### config.mk
export PLATFORM = sky130hd
export DESIGN_NAME = pnser_arb
export DESIGN_NICKNAME = d
export VERILOG_FILES = /design/src/rtl/pnser_arb.sv
export SDC_FILE = /design/constraint.sdc
export NUM_CORES = 1
export LEC_CHECK = 0
export ABC_AREA = 1
export CORE_AREA = 2 2 107 109
export CTS_BUF_LIST = sky130_fd_sc_hd__clkbuf_8
export DETAILED_ROUTE_END_ITERATION = 12
export DIE_AREA = 0 0 109 111
export HOLD_SLACK_MARGIN = 0.05
export MAX_ROUTING_LAYER = met4
export PLACE_DENSITY = 0.9
export RECOVER_POWER = 25
export SLEW_MARGIN = 0
export SYNTH_ARGS = -nofsm -noshare
export SYNTH_HDL_FRONTEND = slang
export SYNTH_SLANG_ARGS = --single-unit
### constraint.sdc
create_clock -name clk_i -period 3.25 [get_ports clk_i]
set_clock_uncertainty 0.2 [all_clocks]
set_input_delay 0.325 -clock clk_i [delete_from_list [all_inputs] [get_ports clk_i]]
set_output_delay 0.325 -clock clk_i [all_outputs]
set_load 0.02 [all_outputs]
### src/rtl/pnser_arb.sv
// pnser_arb: round-robin arbiter staging one requester word at a time for a pnser serializer
//   clk_i, rst_i         clock, synchronous active-high reset
//   en_i                 grant enable (low blocks new grants only)
//   req_i/req_dat_i/req_len_i  per-requester request, 32-bit word, 5-bit length
//   gnt_o                one-hot pulse when a requester's word enters the slot
//   ser_ack_i            serializer consumed ser_rnd_o/ser_len_o this cycle
//   ser_rnd_o/ser_len_o  registered word/length to the serializer (idle word when empty)
//   cur_src_o            source of the word being serialized, 3'b111 for the idle word
//   busy_o               slot loaded
//   word_cnt_o/idle_cnt_o  saturating counts of consumed requester/idle words
module pnser_arb #(
  parameter int          NREQ      = 4,
  parameter logic [31:0] IDLE_WORD = 32'h0000_0000,
  parameter logic [4:0]  IDLE_LEN  = 5'h8,
  parameter int          CNT_W     = 16
) (
  input  logic                clk_i,
  input  logic                rst_i,
  input  logic                en_i,
  input  logic [NREQ-1:0]     req_i,
  input  logic [32*NREQ-1:0]  req_dat_i,
  input  logic [5*NREQ-1:0]   req_len_i,
  output logic [NREQ-1:0]     gnt_o,
  input  logic                ser_ack_i,
  output logic [31:0]         ser_rnd_o,
  output logic [4:0]          ser_len_o,
  output logic [2:0]          cur_src_o,
  output logic                busy_o,
  output logic [CNT_W-1:0]    word_cnt_o,
  output logic [CNT_W-1:0]    idle_cnt_o
);
  localparam int PW = (NREQ > 2) ? 2 : 1;
  typedef enum logic {EMPTY, LOADED} state_t;
  state_t state, state_nx;
  logic [PW-1:0] rr_ptr, win;
  logic [2:0] slot_src;
  logic load;
  // scan from the farthest offset back so the nearest requester to rr_ptr wins
  always_comb begin
    win = rr_ptr;
    for (int i = NREQ - 1; i >= 0; i--)
      if (req_i[(int'(rr_ptr) + i) % NREQ]) win = PW'((int'(rr_ptr) + i) % NREQ);
  end
  assign load = en_i && |req_i && (state == EMPTY || ser_ack_i);
  always_ff @(posedge clk_i)
    state <= rst_i ? EMPTY : state_nx;
  always_comb
    state_nx = load ? LOADED : (ser_ack_i ? EMPTY : state);
  always_comb
    busy_o = state == LOADED;
  always_ff @(posedge clk_i) begin
    if (rst_i) begin
      rr_ptr     <= '0;
      gnt_o      <= '0;
      slot_src   <= 3'b111;
      ser_rnd_o  <= IDLE_WORD;
      ser_len_o  <= IDLE_LEN;
      cur_src_o  <= 3'b111;
      word_cnt_o <= '0;
      idle_cnt_o <= '0;
    end else begin
      gnt_o <= load ? NREQ'(1) << win : '0;
      if (load) begin
        ser_rnd_o <= req_dat_i[32*int'(win) +: 32];
        ser_len_o <= req_len_i[5*int'(win) +: 5];
        slot_src  <= 3'(win);
        rr_ptr    <= (win == PW'(NREQ - 1)) ? '0 : win + PW'(1);
      end else if (ser_ack_i) begin
        ser_rnd_o <= IDLE_WORD;
        ser_len_o <= IDLE_LEN;
      end
      // an ack always consumes what was on the line before this edge
      if (ser_ack_i) begin
        cur_src_o <= (state == LOADED) ? slot_src : 3'b111;
        if (state == LOADED && !(&word_cnt_o)) word_cnt_o <= word_cnt_o + CNT_W'(1);
        if (state == EMPTY && !(&idle_cnt_o)) idle_cnt_o <= idle_cnt_o + CNT_W'(1);
      end
    end
  end
endmodule

# Yosys cells after proc, flatten, opt, wreduce, memory -nomap -nowiden
# Index checks and enable logic that the tools add are counted.
# totals
ff_bits,82
elab_cells,69
inputBits,156
output_inout_bits,77
# op_classes
bitwise_logic,5
magnitude_cmp,4
add_sub_neg,6
shifts,3
n_mul,1
mux,23
n_eq_ne,1
n_reduce_logical,17
# op_table
operator,n
128-bit by 8-bit variable part select with 32-bit output,1
32-bit 2-to-1 mux,2
16-bit by 1-bit adder with 16-bit output (second input constant),2
16-bit AND reduction,2
20-bit by 6-bit variable part select with 5-bit output,1
3-bit by 4-bit less-than comparator with 1-bit output (second input constant),3
2-bit 2-to-1 mux,5
5-bit 2-to-1 mux,2
1-bit 2-to-1 mux,9
1-bit binary-select mux with 2-bit select,4
2-bit OR reduction,4
3-bit by 2-bit multiplier with 5-bit output (first input constant),1
2-bit by 1-bit adder with 2-bit output (second input constant),2
2-bit adder (second input constant),2
1-bit logical AND,4
2-bit AND reduction,2
4-bit OR reduction,1
1-bit by 2-bit << shifter with 4-bit output (first input constant),1
1-bit bitwise AND (first input constant),3
2-bit by 3-bit less-than comparator with 1-bit output (second input constant),1
3-bit 2-to-1 mux,1
2-bit equality test (second input constant),1
1-bit zero test,2
1-bit NOT,2
other kinds (2),2

# Logic depth before layout (Yosys ltp)
# logic_depth
ltp_word,13
depth_mapped,18
ltp_nobuf,16

# Worst setup path after synthesis
# No wires, ideal clock.
# synth_timing
path_kind,flip-flop to flip-flop
start,reg idle_cnt_o[1]
end,reg idle_cnt_o[11]
arrival_ns,1.768
stages_incl_launch_ff,10
setup_time_ns,0.115
path_slack_ns,1.167
n_path_buf,1
cell_sequence,dfxtp_1 -> ha_1 -> inv_1 -> nor4_1 -> nand2_1 -> nand2_1 -> inv_1 -> clkbuf_1 -> a31oi_1 -> nor2_1
# synth_between
elab_chain_cells,4
# synth_lines
item,line,rtl
start: declaration,30,output logic [CNT_W-1:0] idle_cnt_o
start signal: assignment,76,if (state == EMPTY && !(&idle_cnt_o)) idle_cnt_o <= idle_cnt_o + CNT_W'(1);
"parallel branches: the longest is 4 deep, another holds 16-bit by 1-bit adder with 16-bit output",n/a,
# Several ways; the timed one is not identified.
# A chain may end at the register's enable or synchronous reset.

==> results.md <==
- Largest net degree at the start of global routing: 63
- Clk root buf: clkbuf_8
- Critical Path End Type: flop
- Iteration-0 DRC Markers: 468
- Post-synth cell types: 35
- Post-Route Utilization: 0.695
- Clock latency on the worst-skew pair: between 0.3 and 0.4 ns
- Tmin final: 2.70 ns
- Largest area contributor in the netlist: dfxtp_1
- Unrepaired setup endpoints after global routing: false
- Sink Count: 82
- Final wirelength: 16.8 mm
- Residual DRC: 0
- CP Launch Type: input port
- CTS Buf Count: 9
- Core ar.: 11100 um2
- Slew headroom: -0.149
- M1 wire length: approximately 6.7 mm
- Fraction of synthesized cell area in xor and xnor cells: 0.0242
- Share of layout cells above drive strength 1: 0.0421
- Final cell count without fillers: between 1k and 1.5k
- Top cells by area, synth: dfxtp_1 32%, nand2_1 18%, nand3_1 18%, inv_1 11%, nor2_1 3.0%
- Leakage: 3.62 nW
- Max-cap violations: 1
- Worst min path class: reg -> reg
- H-tree level count: 3
- Routed via count: 6114
- Mapped Cells: ~850
- CP Max Fanout: 39
- WS Path Type: in -> reg
- Synth Area in Adders: 0.00494
- Hold path startpoint: ser_rnd_o[13]
- Main combinational cell family by area after synthesis: simple AND/OR/NAND/NOR gates
- Top Metal Used: met4
- Syn avg cell area: 5.99 um2
- Count of input and output buffers: approximately 230
- CTS Buffer Depth: 2
- First-pass GRT wire length: 27.2 mm
- Cell with the most instances after synthesis: nand2_1
- Synth cell count leaders: 246 x nand2_1, 181 x nand3_1, 145 x inv_1
- Violated checks: capacitance limit, slew limit
- Met2 WL: 7.92 mm
- Die area: 12100 um2
- DR WL/cell: 13.8 um
- Hold Buf Count CTS: 0
- First-pass DRT Iterations: 5
- Worst-margin pin slew: 1.72 ns
- Chip width: approximately 110 um
- Placed Cells: 1197
- Pwr per Cell Area: approximately 470 nW/um2
- Starting Density: 0.458
- Synth Flop Type: dfxtp_1
- Maximum vdd ir drop: roughly 0.27 mV
- Async S/R FF share, synth: 0
- Vias in the first global route: 5787
- # setup viols final: 0
- Seq cells post-synth: 82
- Mux share of post-synthesis cell area: 0
- Row count: 39
- Post-CTS Resized: 0
- Die Ht: 111 um
- Post-synth EDFFs: 0
- GR Util All Layers: 0.285
- Antenna viol nets, final: 0
- Area grow syn2layout: 52.0%
- GR Overflow Total: 0
- CP required: 3.33 ns
- Fin. max-slew vios: 40
- DR WL met3: 1.58 mm
- Compound-Gate Fraction of Synth Area: 0.0568
- Synthesized net count: 1004
- I/O Pins: 233
- GPL Wtd Cong: 0.929
- Final period utilization: 0.831
- Post-Route Setup TNS: 0 ns
- Final Net Count: approximately 1.2k
- Synth Area in Simple Gates: 0.437
- Worst Setup SP: rst_i
- Run status: finished with violations
- Number of setup buffers added after CTS: 0
- CTS tree: built
- Hold Vio Cnt, Final: 0
- Post-Syn Area: 5070 um2
- Sequential area share after synthesis: 0.324
- Vias per cell: 5.03
- Arrival @ worst endpoint: about 2.8 ns
- DP HPWL: about 13 mm
- Initial antenna violation count: 2
- Reg-to-Reg Start: rr_ptr[0]
- Fmax achieved: 0.370 GHz
- Ys Warns: 0
- Reg clk slew, reported paths: 0.09 ns
- Synth top area share: 0.324
worst max-delay path: stages:
cell	delay (ns)
dlygate4sd3_1	0.61
inv_1	0.09
clkbuf_1	1.25
o21ai_0	0.30
nor2_1	0.20
where the power goes:
part           switching (W)  internal, W  leakage, nW  total (W)
Clock               0.000392     0.000306       0.0895   0.000699
Sequential         0.0000760      0.00113        0.669    0.00121
Combinational        0.00101     0.000711         2.86    0.00172
Total                0.00147      0.00215         3.62    0.00362
layer usage:
metal  global-route usage  vias to the layer above
met5                    -                        -
met4                0.126                        0
met3               0.0600                       51
met2                0.469                      260
met1                0.330                     2706
li1                     -                     3097
per-stage QoR:
stage	setup slack (ns)	total power, W	hold WS, ns	area, um2
final	0.551	0.00362	0.251	7700
after global routing	0.266	0.00388	0.288	7700
after CTS	0.766	0.00368	0.255	7710
after detailed placement	0.562	0.00297	0.238	7520
after global placement	0.611	0.00294	0.236	7520
after floorplan	1.17	0.00232	0.220	5070
state kept, by name, indices dropped and copies added, names as in the netlist:
register,count
busy_o,1
cur_src_o,3
gnt_o,4
idle_cnt_o,16
rr_ptr,2
ser_len_o,5
ser_rnd_o,32
slot_src,3
word_cnt_o,16
final timing paths:
path | to | slack (ns) | depth (start not counted)
min | ser_rnd_o[13] | 0.25 | 2
max reg2reg | ser_rnd_o[25] | 0.71 | 14
max | word_cnt_o[12] | 0.55 | 5
min reg2reg | ser_rnd_o[13] | 0.25 | 2
cell families after synthesis:
group | Yosys count
fa+ha+maj | 2
xor+xnor | 14
simple gates | 501
compound gates | 54
flops | 82
buf+inv | 193
area by class of cell:
cell class	instances	area, um2
fillers	929	3370
multi-input cells	571	2640
repair buffers	246	2460
flip-flops and latches	82	1640
inverters	155	584
well taps	143	179
clock buffers	10	138
clock inverters	6	50.0
diodes	2	5.00
cells in the final DEF, fill, tap and decap left out, drive strengths merged, types with 4 or more instances in the layout:
master,count
xnor2,8
nor2,44
clkdlybuf4s50,197
clkbuf,11
nor3,7
dfxtp,82
nor4,6
clkinv,4
nand3,183
dlygate4sd3,35
nand2,250
a21oi,28
xor2,6
buf,13
inv,155
o21ai,17
nand4,10
Power figures use the tool's default switching activity.
